--- config.mk ---
export PLATFORM = sky130hd
export DESIGN_NAME = aucohl_fifo_th_flat
export DESIGN_NICKNAME = d
export VERILOG_FILES = /design/src/rtl/aucohl_fifo_th_if.sv /design/src/rtl/aucohl_fifo_th.sv /design/src/flat_wrapper.sv
export SDC_FILE = /design/constraint.sdc
export NUM_CORES = 1
export LEC_CHECK = 0
export ABC_AREA = 1
export CAP_MARGIN = 30
export CORE_MARGIN = 8
export CORE_UTILIZATION = 25
export CTS_BUF_LIST = sky130_fd_sc_hd__clkbuf_8
export DETAILED_ROUTE_END_ITERATION = 10
export GPL_TIMING_DRIVEN = 0
export PLACE_DENSITY_LB_ADDON = 0.2
export SLEW_MARGIN = 15
export SYNTH_ARGS = -nofsm -noshare
export SYNTH_HDL_FRONTEND = slang
export SYNTH_SLANG_ARGS = --single-unit
--- constraint.sdc ---
create_clock -name clk -period 2.5 [get_ports clk]
set_input_delay 0.5 -clock clk [delete_from_list [all_inputs] [get_ports clk]]
set_output_delay 0.5 -clock clk [all_outputs]
set_load 0.1 [all_outputs]
--- src/rtl/aucohl_fifo_th_if.sv ---
// Bus-side bundle for aucohl_fifo_th: data strobes, status and threshold/error controls.
// The master drives strobes and thresholds; the slave (the FIFO) returns data and status.
interface aucohl_fifo_th_if #(
   parameter int DW = 8,
   parameter int AW = 4
);
   logic          flush;
   logic          wr;
   logic [DW-1:0] wdata;
   logic          rd;
   logic [DW-1:0] rdata;
   logic          full;
   logic          empty;
   logic [AW:0]   level;
   logic [AW:0]   afull_th;
   logic [AW:0]   aempty_th;
   logic          afull;
   logic          aempty;
   logic          clr_err;
   logic          overflow;
   logic          underflow;

   modport master (
      output flush, wr, wdata, rd, afull_th, aempty_th, clr_err,
      input  rdata, full, empty, level, afull, aempty, overflow, underflow
   );

   modport slave (
      input  flush, wr, wdata, rd, afull_th, aempty_th, clr_err,
      output rdata, full, empty, level, afull, aempty, overflow, underflow
   );
endinterface

--- src/rtl/aucohl_fifo_th.sv ---
// Show-ahead synchronous FIFO with a registered level counter, runtime almost-full/empty
// thresholds, synchronous flush and sticky overflow/underflow flags.
module aucohl_fifo_th #(
   parameter int DW = 8,
   parameter int AW = 4
) (
   input  logic                clk,
   input  logic                rst,
   aucohl_fifo_th_if.slave     bus
);
   localparam int DEPTH = 1 << AW;
   localparam logic [AW:0] LVL_FULL = {1'b1, {AW{1'b0}}};

   logic [DW-1:0] r_mem [DEPTH];
   logic [AW-1:0] r_wr_ptr;
   logic [AW-1:0] r_rd_ptr;
   logic [AW:0]   r_level;
   logic          r_overflow;
   logic          r_underflow;

   logic          w_full;
   logic          w_empty;
   logic          w_wr_ok;
   logic          w_rd_ok;
   logic          w_ovf_set;
   logic          w_unf_set;

   assign w_full  = (r_level == LVL_FULL);
   assign w_empty = (r_level == '0);

   // A write into a full FIFO is only accepted when a pop frees the slot in the same cycle.
   // Flush discards both strobes and suppresses any error they would have raised.
   assign w_wr_ok   = bus.wr & (~w_full | bus.rd) & ~bus.flush;
   assign w_rd_ok   = bus.rd & ~w_empty & ~bus.flush;
   assign w_ovf_set = bus.wr & w_full & ~bus.rd & ~bus.flush;
   assign w_unf_set = bus.rd & w_empty & ~bus.flush;

   always_ff @(posedge clk) begin
      if (w_wr_ok && !rst) begin
         r_mem[r_wr_ptr] <= bus.wdata;
      end
   end

   always_ff @(posedge clk or posedge rst) begin
      if (rst) begin
         r_wr_ptr <= '0;
         r_rd_ptr <= '0;
         r_level  <= '0;
      end else if (bus.flush) begin
         r_wr_ptr <= '0;
         r_rd_ptr <= '0;
         r_level  <= '0;
      end else begin
         if (w_wr_ok) r_wr_ptr <= r_wr_ptr + 1'b1;
         if (w_rd_ok) r_rd_ptr <= r_rd_ptr + 1'b1;
         r_level <= r_level + {{AW{1'b0}}, w_wr_ok} - {{AW{1'b0}}, w_rd_ok};
      end
   end

   // Setting an error wins over clearing it in the same cycle; flush leaves the flags alone.
   always_ff @(posedge clk or posedge rst) begin
      if (rst) begin
         r_overflow  <= 1'b0;
         r_underflow <= 1'b0;
      end else begin
         r_overflow  <= w_ovf_set | (r_overflow & ~bus.clr_err);
         r_underflow <= w_unf_set | (r_underflow & ~bus.clr_err);
      end
   end

   assign bus.rdata     = r_mem[r_rd_ptr];
   assign bus.full      = w_full;
   assign bus.empty     = w_empty;
   assign bus.level     = r_level;
   assign bus.afull     = (r_level >= bus.afull_th);
   assign bus.aempty    = (r_level <= bus.aempty_th);
   assign bus.overflow  = r_overflow;
   assign bus.underflow = r_underflow;
endmodule

--- src/flat_wrapper.sv ---
// flat-port wrapper written by rule: the top's interface ports become plain ports
module aucohl_fifo_th_flat 
#(
   parameter int DW = 8,
   parameter int AW = 4
)
  (clk, rst, bus_flush, bus_wr, bus_wdata, bus_rd, bus_afull_th, bus_aempty_th, bus_clr_err, bus_rdata, bus_full, bus_empty, bus_level, bus_afull, bus_aempty, bus_overflow, bus_underflow);
  aucohl_fifo_th_if #(.DW(DW), .AW(AW)) bus_i ();
  input  logic clk;
  input  logic rst;
  input wire logic [$bits(bus_i.flush)-1:0] bus_flush;
  input wire logic [$bits(bus_i.wr)-1:0] bus_wr;
  input wire logic [$bits(bus_i.wdata)-1:0] bus_wdata;
  input wire logic [$bits(bus_i.rd)-1:0] bus_rd;
  input wire logic [$bits(bus_i.afull_th)-1:0] bus_afull_th;
  input wire logic [$bits(bus_i.aempty_th)-1:0] bus_aempty_th;
  input wire logic [$bits(bus_i.clr_err)-1:0] bus_clr_err;
  output wire logic [$bits(bus_i.rdata)-1:0] bus_rdata;
  output wire logic [$bits(bus_i.full)-1:0] bus_full;
  output wire logic [$bits(bus_i.empty)-1:0] bus_empty;
  output wire logic [$bits(bus_i.level)-1:0] bus_level;
  output wire logic [$bits(bus_i.afull)-1:0] bus_afull;
  output wire logic [$bits(bus_i.aempty)-1:0] bus_aempty;
  output wire logic [$bits(bus_i.overflow)-1:0] bus_overflow;
  output wire logic [$bits(bus_i.underflow)-1:0] bus_underflow;
  assign bus_i.flush = bus_flush;
  assign bus_i.wr = bus_wr;
  assign bus_i.wdata = bus_wdata;
  assign bus_i.rd = bus_rd;
  assign bus_i.afull_th = bus_afull_th;
  assign bus_i.aempty_th = bus_aempty_th;
  assign bus_i.clr_err = bus_clr_err;
  assign bus_rdata = bus_i.rdata;
  assign bus_full = bus_i.full;
  assign bus_empty = bus_i.empty;
  assign bus_level = bus_i.level;
  assign bus_afull = bus_i.afull;
  assign bus_aempty = bus_i.aempty;
  assign bus_overflow = bus_i.overflow;
  assign bus_underflow = bus_i.underflow;
  aucohl_fifo_th #(.DW(DW), .AW(AW)) u_core (.clk(clk), .rst(rst), .bus(bus_i));
endmodule
==> impl_metrics.ini <==
[cts]
cts_tree = yes
cts_buffer_depth = 2
h-tree-depth = 4
clk_latency_ps = 450
hold_buffers = 0
cts_sinks = 143
clk_pin_slew_ps = 80
root_buffer = clkbuf_8
cts_inserted_buffers = 17

[global_route]
grt.overflow.total = 0
grt_pass1_vias = 4847
grt_max_degree = 17
grt_pass1_wl_um = 29400
grt_usage = 0.120
antenna_found_initial = 0

[yosys]
ys_seq_area_frac = 0.622
syn_nets = 740
ys_warn_count = 0
ys_async_sr_fraction = 0.105
ys.flop_type = edfxtp_1
syn_area_mm2 = 0.00679
synth_largest_area_cell = edfxtp_1
synth_cells = 694
avgSynthCellArea_um2 = 9.78
synth-edff-count = 128
ys_ff_latch = 143
synth_common_cells = 198 x nand2_1, 138 x inv_1, 128 x edfxtp_1
synth_cell_types = 25
yosysTopAreaCellShare = 0.566
synth_area_leaders = edfxtp_1 57%, nand2_1 11%, nand3_1 8.3%
yosysMostFrequentCell = nand2_1

[power_and_ir_drop]
share_comb_of_total_power = 0.471
leakagePower_nw = 3.92
switching_share = 0.415
p_seq_frac = 0.313
switching_power_mw = 3.68
internal_power_mw = 5.18
clockPowerShare = 0.215
powerDensity_mw_per_mm2 = 967
irDropWorstVdd_mv = 0.638

[floorplanning]
die_w_um = 181
die_area_mm2 = 0.0327
fp-row-count = 60
coreArea_mm2 = 0.0268
chipHeight_um = 181
start_util = 0.253
ios = 43

[finish]
final_core_util = 0.342
area_delta_synth_final_pct = 35.1
drive_gt1_frac = 0.275
nNetsFinal = 829
num_antenna_cells = 0

[routing]
viasPerCell = 4.29
firstDrtPassIters = 5
drc = 0
drt_wl_total_um = 19500
drtAntennaViolNets = 0
drt_iter0_drc = 341
avgRoutedWirePerCell_um = 17.2
vias = 4875

[timing]
skew_ps = 9.66
period_share = 1.00
hold_viol_final = 0
finalCriticalPeriod_ps = 2500
rsz0062_at_grt = true
finalSetupViolCount = 1
max_slew_margin = 0.338
setup_ws_ps = -4.76
fmax_mhz = 399
slew_violations = 0
worst_pin_slew_ps = 996

[worst_setup_path]
reg2regPathDepth = 7
end_kind = output port
worstSetupPathType = flip-flop to output port
worstPathArrival_ps = 2000
rrSetupSlack_ps = 70
r2r-end = u_core.r_mem[3][4]
cp-start-kind = flip-flop
cp_data_required_time_ps = 2000
reg2reg_from = u_core.bus.level[3]
cp_max_fo = 7

[job]
max_cap_violations = 0

[min_path]
hp-class = primary input to async pin

[placement]
dp.final_hpwl_um = 13100
gp_congestion = 0.747
port_buffers = 42
pre_cts_ws_ps = -873

[outcome]
violations = setup timing
status = finished with violations
==> cell usage in the layout, fill, tap and decap left out, drive strengths merged, types with 15 or more instances in the layout <==
cell | Yosys | routed
clkbuf | 1 | 25
nor3 | 17 | 17
nand2 | 198 | 198
inv | 140 | 141
nand3 | 114 | 114
buf | 26 | 58
edfxtp | 128 | 128
ha | 21 | 21
clkdlybuf4s50 | 0 | 23
dfrtp | 15 | 15
==> how the worst max path moves through the flow <==
stage	startpoint	end	slack (ps)
detailed placement	bus_aempty_th[4]	bus_aempty	-870
floorplan	u_core.bus.level[3]	u_core.bus.level[4]	0.8
finish	u_core.r_rd_ptr[0]	bus_rdata[6]	-5
global placement	rst	u_core.r_mem[10][2]	-1140
global route	u_core.r_rd_ptr[0]	bus_rdata[5]	-100
CTS	u_core.r_rd_ptr[0]	bus_rdata[0]	-20
==> through the flow <==
step	hold slack, ps	cells	TNS [ps]	power, mW	instance area (µm²)
after floorplan	417	694	0	5.08	6860
after global placement	522	1077	-129620	5.97	7710
after detailed placement	536	1083	-69670	5.98	7820
after CTS	396	1122	-15.6	8.34	8630
after global routing	408	1137	-1650	9.30	9170
final	406	1137	-4.76	8.86	9170
==> routing by layer <==
metal	vias to the layer above	share of wire	routed length, µm	GRT usage
met5	-	0	0	0
met4	0	0.011	214	0.0413
met3	13	0.039	765	0.0253
met2	91	0.48	9330	0.191
met1	2354	0.47	9220	0.159
li1	2417	-	-	-
==> what timing repair did <==
| action | CTS | global route |
|---|---|---|
| pin swaps | 15 | 33 |
| gates cloned | 0 | 4 |
| endpoints found under the setup margin | 92 | 21 |
| resized for setup | 171 | 86 |
| setup buffers | 7 | 11 |
==> area by class of cell <==
class / instances / area (µm²)
fill: 2666 / 17600
timing repair buffer: 70 / 806
clock buffer: 17 / 234
inverter: 141 / 556
tap: 341 / 427
sequential: 143 / 4230
buffer: 27 / 314
multi-input combinational: 383 / 2420
clock inverter: 15 / 171
==> worst max-delay path, stage by stage, from the launching register on <==
cell and delay (ps):
dfrtp_1 400, buf_8 160, inv_12 80, buf_8 130, buf_12 130, nand2_1 50
nand3_1 80, nand3_2 140, nand3_2 110, nand2_2 90, buf_12 170
==> cell families (layout without fill, tap and decap cells) <==
kind of cell	Yosys count	in the layout	synth area share
flops	143	143	0.622
xor+xnor	3	3	0.00387
compound gates	16	16	0.0124
fa+ha+maj	22	22	0.0417
buf+inv	168	270	0.104
simple gates	342	342	0.216
==> registers in the layout, summed over array words and instances (netlist names) <==
register / cells
u_core.r_wr_ptr: 4
u_core.bus.overflow: 1
u_core.bus.level: 5
u_core.r_mem: 128
u_core.r_rd_ptr: 4
u_core.bus.underflow: 1
==> power groups by stage <==
stage                     logic (mW)  registers (mW)  clock network (mW)
after floorplan                 1.99            3.09                   0
after global placement          3.14            2.84                   0
after detailed placement        3.15            2.84                   0
after CTS                       3.61            2.78                1.95
after global routing            4.47            2.79                2.04
final                           4.18            2.77                1.91
Power figures use the tool's default switching activity.
